## src/rtl/fetch_stage_pkg.sv

```systemverilog
// fetch_stage_pkg
//   Shared definitions for the RV32I instruction-fetch stage:
//   default reset PC, bubble instruction and the fetch FSM state encoding.
package fetch_stage_pkg;

  localparam logic [31:0] DEF_RESET_PC = 32'h0000_0000;
  localparam logic [31:0] DEF_NOP_INST = 32'h0000_0013;  // addi x0,x0,0

  typedef enum logic [1:0] {
    S_RESET = 2'd0,
    S_FETCH = 2'd1,
    S_KILL  = 2'd2
  } fetch_state_e;

  // Sequential PC; wraps modulo 2^32.
  function automatic logic [31:0] pc_plus4(input logic [31:0] pc);
    return pc + 32'd4;
  endfunction

endpackage

```

## src/rtl/fetch_stage_if.sv

```systemverilog
// fetch_stage_if
//   Instruction-memory request/response bundle.
//   imem_req   : fetch request (fetch -> memory)
//   imem_addr  : word-aligned fetch address (fetch -> memory)
//   imem_rdata : instruction word, valid with imem_ready (memory -> fetch)
//   imem_ready : response strobe, any number of cycles after the request (memory -> fetch)
interface fetch_stage_if;
  logic        imem_req;
  logic [31:0] imem_addr;
  logic [31:0] imem_rdata;
  logic        imem_ready;

  modport master (output imem_req, output imem_addr, input imem_rdata, input imem_ready);
  modport slave  (input imem_req, input imem_addr, output imem_rdata, output imem_ready);
endinterface

```

## src/rtl/fetch_stage_if_id_reg.sv

```systemverilog
// if_id_reg
//   IF/ID pipeline register. Priority: flush > hold > load; otherwise retains.
//   Ports:
//     clk, rst              : clock, synchronous active-high reset
//     load_i/flush_i/hold_i : control
//     inst_i/pc_i/pc4_i     : fetched instruction, its PC and PC+4
//     inst_o/pc_o/pc4_o     : registered values
//     valid_o               : registered entry is a real instruction
module if_id_reg
  import fetch_stage_pkg::*;
#(
  parameter logic [31:0] NOP_INST = DEF_NOP_INST
) (
  input  logic        clk,
  input  logic        rst,
  input  logic        load_i,
  input  logic        flush_i,
  input  logic        hold_i,
  input  logic [31:0] inst_i,
  input  logic [31:0] pc_i,
  input  logic [31:0] pc4_i,
  output logic [31:0] inst_o,
  output logic [31:0] pc_o,
  output logic [31:0] pc4_o,
  output logic        valid_o
);

  logic [31:0] inst_q, pc_q, pc4_q;
  logic        valid_q;

  always_ff @(posedge clk) begin
    if (rst || flush_i) begin
      // Reset and flush both leave a bubble with zeroed PC fields.
      inst_q  <= NOP_INST;
      pc_q    <= 32'd0;
      pc4_q   <= 32'd0;
      valid_q <= 1'b0;
    end else if (hold_i) begin
      inst_q  <= inst_q;
      pc_q    <= pc_q;
      pc4_q   <= pc4_q;
      valid_q <= valid_q;
    end else if (load_i) begin
      inst_q  <= inst_i;
      pc_q    <= pc_i;
      pc4_q   <= pc4_i;
      valid_q <= 1'b1;
    end
  end

  assign inst_o  = inst_q;
  assign pc_o    = pc_q;
  assign pc4_o   = pc4_q;
  assign valid_o = valid_q;

endmodule

```

## src/rtl/fetch_stage.sv

```systemverilog
// fetch_stage
//   RV32I instruction-fetch stage: PC register, instruction-memory handshake
//   and IF/ID register. Handles memory wait states, stalls and redirects that
//   arrive while a fetch is outstanding (the in-flight response is dropped).
//   Ports:
//     clk, rst    : clock, synchronous active-high reset
//     pc_sel      : 0 = redirect to br_target, 1 = sequential
//     br_target   : redirect target (low two bits ignored)
//     stall       : hold PC and IF/ID
//     imem        : instruction-memory request/response bundle
//     if_id_inst/if_id_pc/if_id_pc4/if_id_valid : IF/ID register outputs
module fetch_stage
  import fetch_stage_pkg::*;
#(
  parameter logic [31:0] RESET_PC = DEF_RESET_PC,
  parameter logic [31:0] NOP_INST = DEF_NOP_INST
) (
  input  logic          clk,
  input  logic          rst,
  input  logic          pc_sel,
  input  logic [31:0]   br_target,
  input  logic          stall,
  fetch_stage_if.master imem,
  output logic [31:0]   if_id_inst,
  output logic [31:0]   if_id_pc,
  output logic [31:0]   if_id_pc4,
  output logic          if_id_valid
);

  fetch_state_e state_q, state_d;
  logic [31:0]  pc_q, pc_d;
  logic [31:0]  saved_q, saved_d;
  logic         load, flush, hold;
  logic [31:0]  target_aligned;

  assign target_aligned = br_target & 32'hFFFF_FFFC;

  always_ff @(posedge clk) begin
    if (rst) begin
      state_q <= S_RESET;
      pc_q    <= RESET_PC;
      saved_q <= 32'd0;
    end else begin
      state_q <= state_d;
      pc_q    <= pc_d;
      saved_q <= saved_d;
    end
  end

  always_comb begin
    state_d = state_q;
    pc_d    = pc_q;
    saved_d = saved_q;
    load    = 1'b0;
    flush   = 1'b0;
    hold    = 1'b0;
    unique case (state_q)
      S_RESET: state_d = S_FETCH;
      S_FETCH: begin
        if (!pc_sel) begin
          // Redirect wins over stall: flush and either jump now or wait
          // for the outstanding response to drain in S_KILL.
          flush = 1'b1;
          if (imem.imem_ready) begin
            pc_d = target_aligned;
          end else begin
            saved_d = target_aligned;
            state_d = S_KILL;
          end
        end else if (stall) begin
          hold = 1'b1;
        end else if (imem.imem_ready) begin
          load = 1'b1;
          pc_d = pc_plus4(pc_q);
        end
      end
      S_KILL: begin
        // IF/ID already holds the bubble; nothing loads here.
        if (!pc_sel) saved_d = target_aligned;
        if (imem.imem_ready) begin
          pc_d    = pc_sel ? saved_q : target_aligned;
          state_d = S_FETCH;
        end
      end
      default: state_d = S_RESET;
    endcase
  end

  assign imem.imem_req  = (state_q == S_FETCH) || (state_q == S_KILL);
  assign imem.imem_addr = pc_q;

  if_id_reg #(
    .NOP_INST(NOP_INST)
  ) u_if_id_reg (
    .clk     (clk),
    .rst     (rst),
    .load_i  (load),
    .flush_i (flush),
    .hold_i  (hold),
    .inst_i  (imem.imem_rdata),
    .pc_i    (pc_q),
    .pc4_i   (pc_plus4(pc_q)),
    .inst_o  (if_id_inst),
    .pc_o    (if_id_pc),
    .pc4_o   (if_id_pc4),
    .valid_o (if_id_valid)
  );

endmodule

```

## src/flat_wrapper.sv

```systemverilog
// flat-port wrapper written by rule: the top's interface ports become plain ports
module fetch_stage_flat import fetch_stage_pkg::*;
#(
  parameter logic [31:0] RESET_PC = DEF_RESET_PC,
  parameter logic [31:0] NOP_INST = DEF_NOP_INST
)
  (clk, rst, pc_sel, br_target, stall, if_id_inst, if_id_pc, if_id_pc4, if_id_valid, imem_imem_req, imem_imem_addr, imem_imem_rdata, imem_imem_ready);
  fetch_stage_if imem_i ();
  input  logic clk;
  input  logic rst;
  input  logic pc_sel;
  input  logic [31:0] br_target;
  input  logic stall;
  output logic [31:0] if_id_inst;
  output logic [31:0] if_id_pc;
  output logic [31:0] if_id_pc4;
  output logic if_id_valid;
  output wire logic [$bits(imem_i.imem_req)-1:0] imem_imem_req;
  output wire logic [$bits(imem_i.imem_addr)-1:0] imem_imem_addr;
  input wire logic [$bits(imem_i.imem_rdata)-1:0] imem_imem_rdata;
  input wire logic [$bits(imem_i.imem_ready)-1:0] imem_imem_ready;
  assign imem_imem_req = imem_i.imem_req;
  assign imem_imem_addr = imem_i.imem_addr;
  assign imem_i.imem_rdata = imem_imem_rdata;
  assign imem_i.imem_ready = imem_imem_ready;
  fetch_stage #(.RESET_PC(RESET_PC), .NOP_INST(NOP_INST)) u_core (.clk(clk), .rst(rst), .pc_sel(pc_sel), .br_target(br_target), .stall(stall), .imem(imem_i), .if_id_inst(if_id_inst), .if_id_pc(if_id_pc), .if_id_pc4(if_id_pc4), .if_id_valid(if_id_valid));
endmodule
```

## config.mk

```make
export PLATFORM = sky130hd
export DESIGN_NAME = fetch_stage_flat
export DESIGN_NICKNAME = d
export VERILOG_FILES = /design/src/rtl/fetch_stage_pkg.sv /design/src/rtl/fetch_stage_if.sv /design/src/rtl/fetch_stage_if_id_reg.sv /design/src/rtl/fetch_stage.sv /design/src/flat_wrapper.sv
export SDC_FILE = /design/constraint.sdc
export NUM_CORES = 1
export LEC_CHECK = 0
export CAP_MARGIN = 25
export CELL_PAD_IN_SITES_DETAIL_PLACEMENT = 0
export CELL_PAD_IN_SITES_GLOBAL_PLACEMENT = 1
export CORE_MARGIN = 10
export CORE_UTILIZATION = 38
export CTS_BUF_LIST = sky130_fd_sc_hd__clkbuf_4 sky130_fd_sc_hd__clkbuf_8
export CTS_CLUSTER_DIAMETER = 30
export DETAILED_ROUTE_END_ITERATION = 6
export HOLD_SLACK_MARGIN = 0.1
export PLACE_DENSITY_LB_ADDON = 0.1
export SLEW_MARGIN = 20
export SYNTH_ARGS = -nofsm -noshare
export SYNTH_HDL_FRONTEND = slang
export SYNTH_SLANG_ARGS = --single-unit
```

## constraint.sdc

```tcl
create_clock -name clk -period 4.5 [get_ports clk]
set_clock_uncertainty 0.1 [all_clocks]
set_input_delay 0.9 -clock clk [delete_from_list [all_inputs] [get_ports clk]]
set_output_delay 0.9 -clock clk [all_outputs]
set_load 0.005 [all_outputs]
```

==> metrics.yaml <==
outcome:
  run_status: "finished clean"
sta:
  relSlewSlack_pct: 47.43
  setup_violations: 0
  tightest_slew_ns: 0.7886
  final-hold-violation-count: 0
  fmax_mhz: 348.3
  rsz0062_at_grt: "no"
  min_period_ns: 2.871
  tns_ns: 0
  fin_crit_sh_pct: 63.81
  drv_slew: 0
routing:
  drtIter0Drc: 504
  viasPerCell: 5.182
  drc_errors: 0
  vias: 6752
  wl_per_cell_um: 18.08
  firstDrtPassIters: 7
  routed_wl_um: 23560
  antenna_left: 0
worst_setup_path:
  start_kind: "input port"
  worst-endpoint-arrival_ns: 3.09
  critical_path_class: "in2reg"
  end_kind: "flop"
  crit_required_ns: 4.71
  reg2reg_setup_slack_ns: 1.69
  critPathMaxFanout: 29
die:
  row_count: 49
  die_x_um: 156.3
  core_area_um2: 18150
  pin_count: 199
  fp.dieH_um: 156.3
  start_util_pct: 38.93
  die-area_um2: 24440
synth:
  ys_seq_area_share_pct: 45.63
  synthFlopType: "dfxtp_1"
  synth_area_leaders: "dfxtp_1 (46%), nand2_1 (12%), a21oi_1 (11%)"
  yosysTopAreaCellShare_pct: 45.63
  synth_edf_count: 0
  synth_commonest_cells: "nand2_1 (231), dfxtp_1 (161), a21oi_1 (159), clkbuf_1 (63), o21ai_0 (45)"
  ys_ff_latch: 161
  synth_top_area_cell: "dfxtp_1"
  synth_area_um2: 7064
  synth_cells: 914
  synth_cell_types: 55
  async_flop_share_pct: 0
  yosysWarnings: 0
  synth_most_common_cell: "nand2_1"
  synthesis.nets: 987
  syn-mean-instance-area_um2: 7.729
place:
  port_buffers: 196
  placed_cell_area_um2: 9124
  place.gp.congestion: 0.8001
  dpl.hpwl_um: 16600
power_and_ir_drop:
  p_switching_w: 0.001016
  p_leak_nw: 3.234
  powerDensity_nw_per_um2: 351.4
  pwr-share-comb_pct: 17.7
  pwr-share-seq_pct: 47.8
  p_clk_share_pct: 34.5
  irDropWorstVdd_mv: 0.1806
  internal-power_w: 0.002340
  switching_share_pct: 30.28
clock_network:
  clk_latency_ns: 0.46
  clock_sinks: 161
  cts_tree: "built"
  root_buffer: "clkbuf_8"
  clockBufferDepth: 2
  cts_resized: 0
  numCtsBuffers: 17
  clk_pin_slew_ns: 0.10
  htreeDepth: 4
  post-cts-setup-buffers: 0
  ctsHoldBuffers: 0
global_routing:
  antenna_found_initial: 0
  grt_usage_pct: 18.59
  grt_pass1_vias: 6155
  grt_max_degree: 69
  grt_remaining_overflow: 0
  grt_first_pass_wirelength_um: 36330
cells_and_area:
  fin_nets: 1134
  final_cell_area_um2: 9552
  drive_gt1_share_pct: 6.052
  area_delta_synth_final_pct: 35.21
  insertedDiodeCount: 0
hold_path:
  hp-class: "reg2reg"
run:
  maxCapViolCount: 0
-- state kept, by name, summed over array words and instances (netlist names) --
register / flops
u_core.u_if_id_reg.valid_o: 1
u_core.imem.imem_addr: 32
u_core.saved_q: 32
u_core.u_if_id_reg.pc4_o: 30
u_core.u_if_id_reg.inst_o: 32
u_core.state_q: 2
u_core.u_if_id_reg.pc_o: 32
-- cells in the final DEF (no fill, tap or decap), types with 10 or more instances in the layout --
master / count
clkdlybuf4s50_1: 194
dfxtp_1: 161
o21ai_0: 45
nand4_1: 12
nand2_1: 231
a21oi_1: 158
nor2_1: 38
xnor2_1: 19
inv_1: 13
nand3_1: 29
clkbuf_8: 17
mux2i_1: 10
buf_4: 15
-- power groups by stage --
stage,Sequential [W],Combinational (W),Clock (W)
floorplan,0.00159,0.000330,0
global placement,0.00163,0.000594,0
detailed placement,0.00164,0.000597,0
CTS,0.00160,0.000600,0.00119
global route,0.00162,0.000655,0.00125
finish,0.00160,0.000594,0.00116
-- logic make-up after synthesis --
group / count (synthesis) / share of synthesized area [%]
AND/OR/NAND/NOR: 358 / 22.62
XOR/XNOR: 28 / 3.472
buffers and inverters: 98 / 5.809
AO/OA/AOI/OAI: 255 / 20.35
multiplexers: 10 / 1.417
flip-flops: 161 / 45.63
adder cells (fa/ha/maj): 4 / 0.7085
-- critical path, cell delays in order --
cell and delay (ns):
clkdlybuf4s50_1 0.61, nand2b_1 0.31, a32oi_2 0.69, buf_12 0.26
a21oi_1 0.08, a21oi_1 0.13, o211ai_1 0.09
-- path summary, 6_finish.rpt --
| kind | endpoint | startpoint | cells past startpoint |
|---|---|---|---|
| setup / recovery | u_core.imem.imem_addr[23] | imem_imem_ready | 7 |
| hold / removal | u_core.saved_q[9] | u_core.saved_q[9] | 2 |
| setup reg to reg | u_core.imem.imem_addr[23] | u_core.state_q[0] | 8 |
| hold reg to reg | u_core.saved_q[9] | u_core.saved_q[9] | 2 |
-- stage by stage --
stage	worst slack [ns]	hold slack [ns]	utilization, %	total power [W]	std cells
after floorplan	2.053	0.3319	-	0.001917	914
after global placement	1.200	0.3373	50.28	0.002229	1271
after detailed placement	1.170	0.3426	50.28	0.002234	1271
after CTS	1.656	0.3567	52.63	0.003394	1303
after global routing	1.484	0.3664	52.63	0.003517	1303
final	1.629	0.3551	52.63	0.003356	1303
-- area by class of cell --
class | count | area, um2
inverter | 13 | 48.80
timing repair buffer | 213 | 2105
multi-input combinational | 655 | 3461
tap | 229 | 286.5
sequential | 161 | 3223
clock inverter | 15 | 193.9
clock buffer | 17 | 234.0
fill | 1816 | 8596
-- routing by layer --
metal / GRT usage [%] / routed length (um)
met5: 0 / 0
met4: 5.124 / 201
met1: 27.27 / 11980
met2: 26.83 / 10100
met3: 3.755 / 1277
Note: power is estimated with default switching activity, not from simulation.
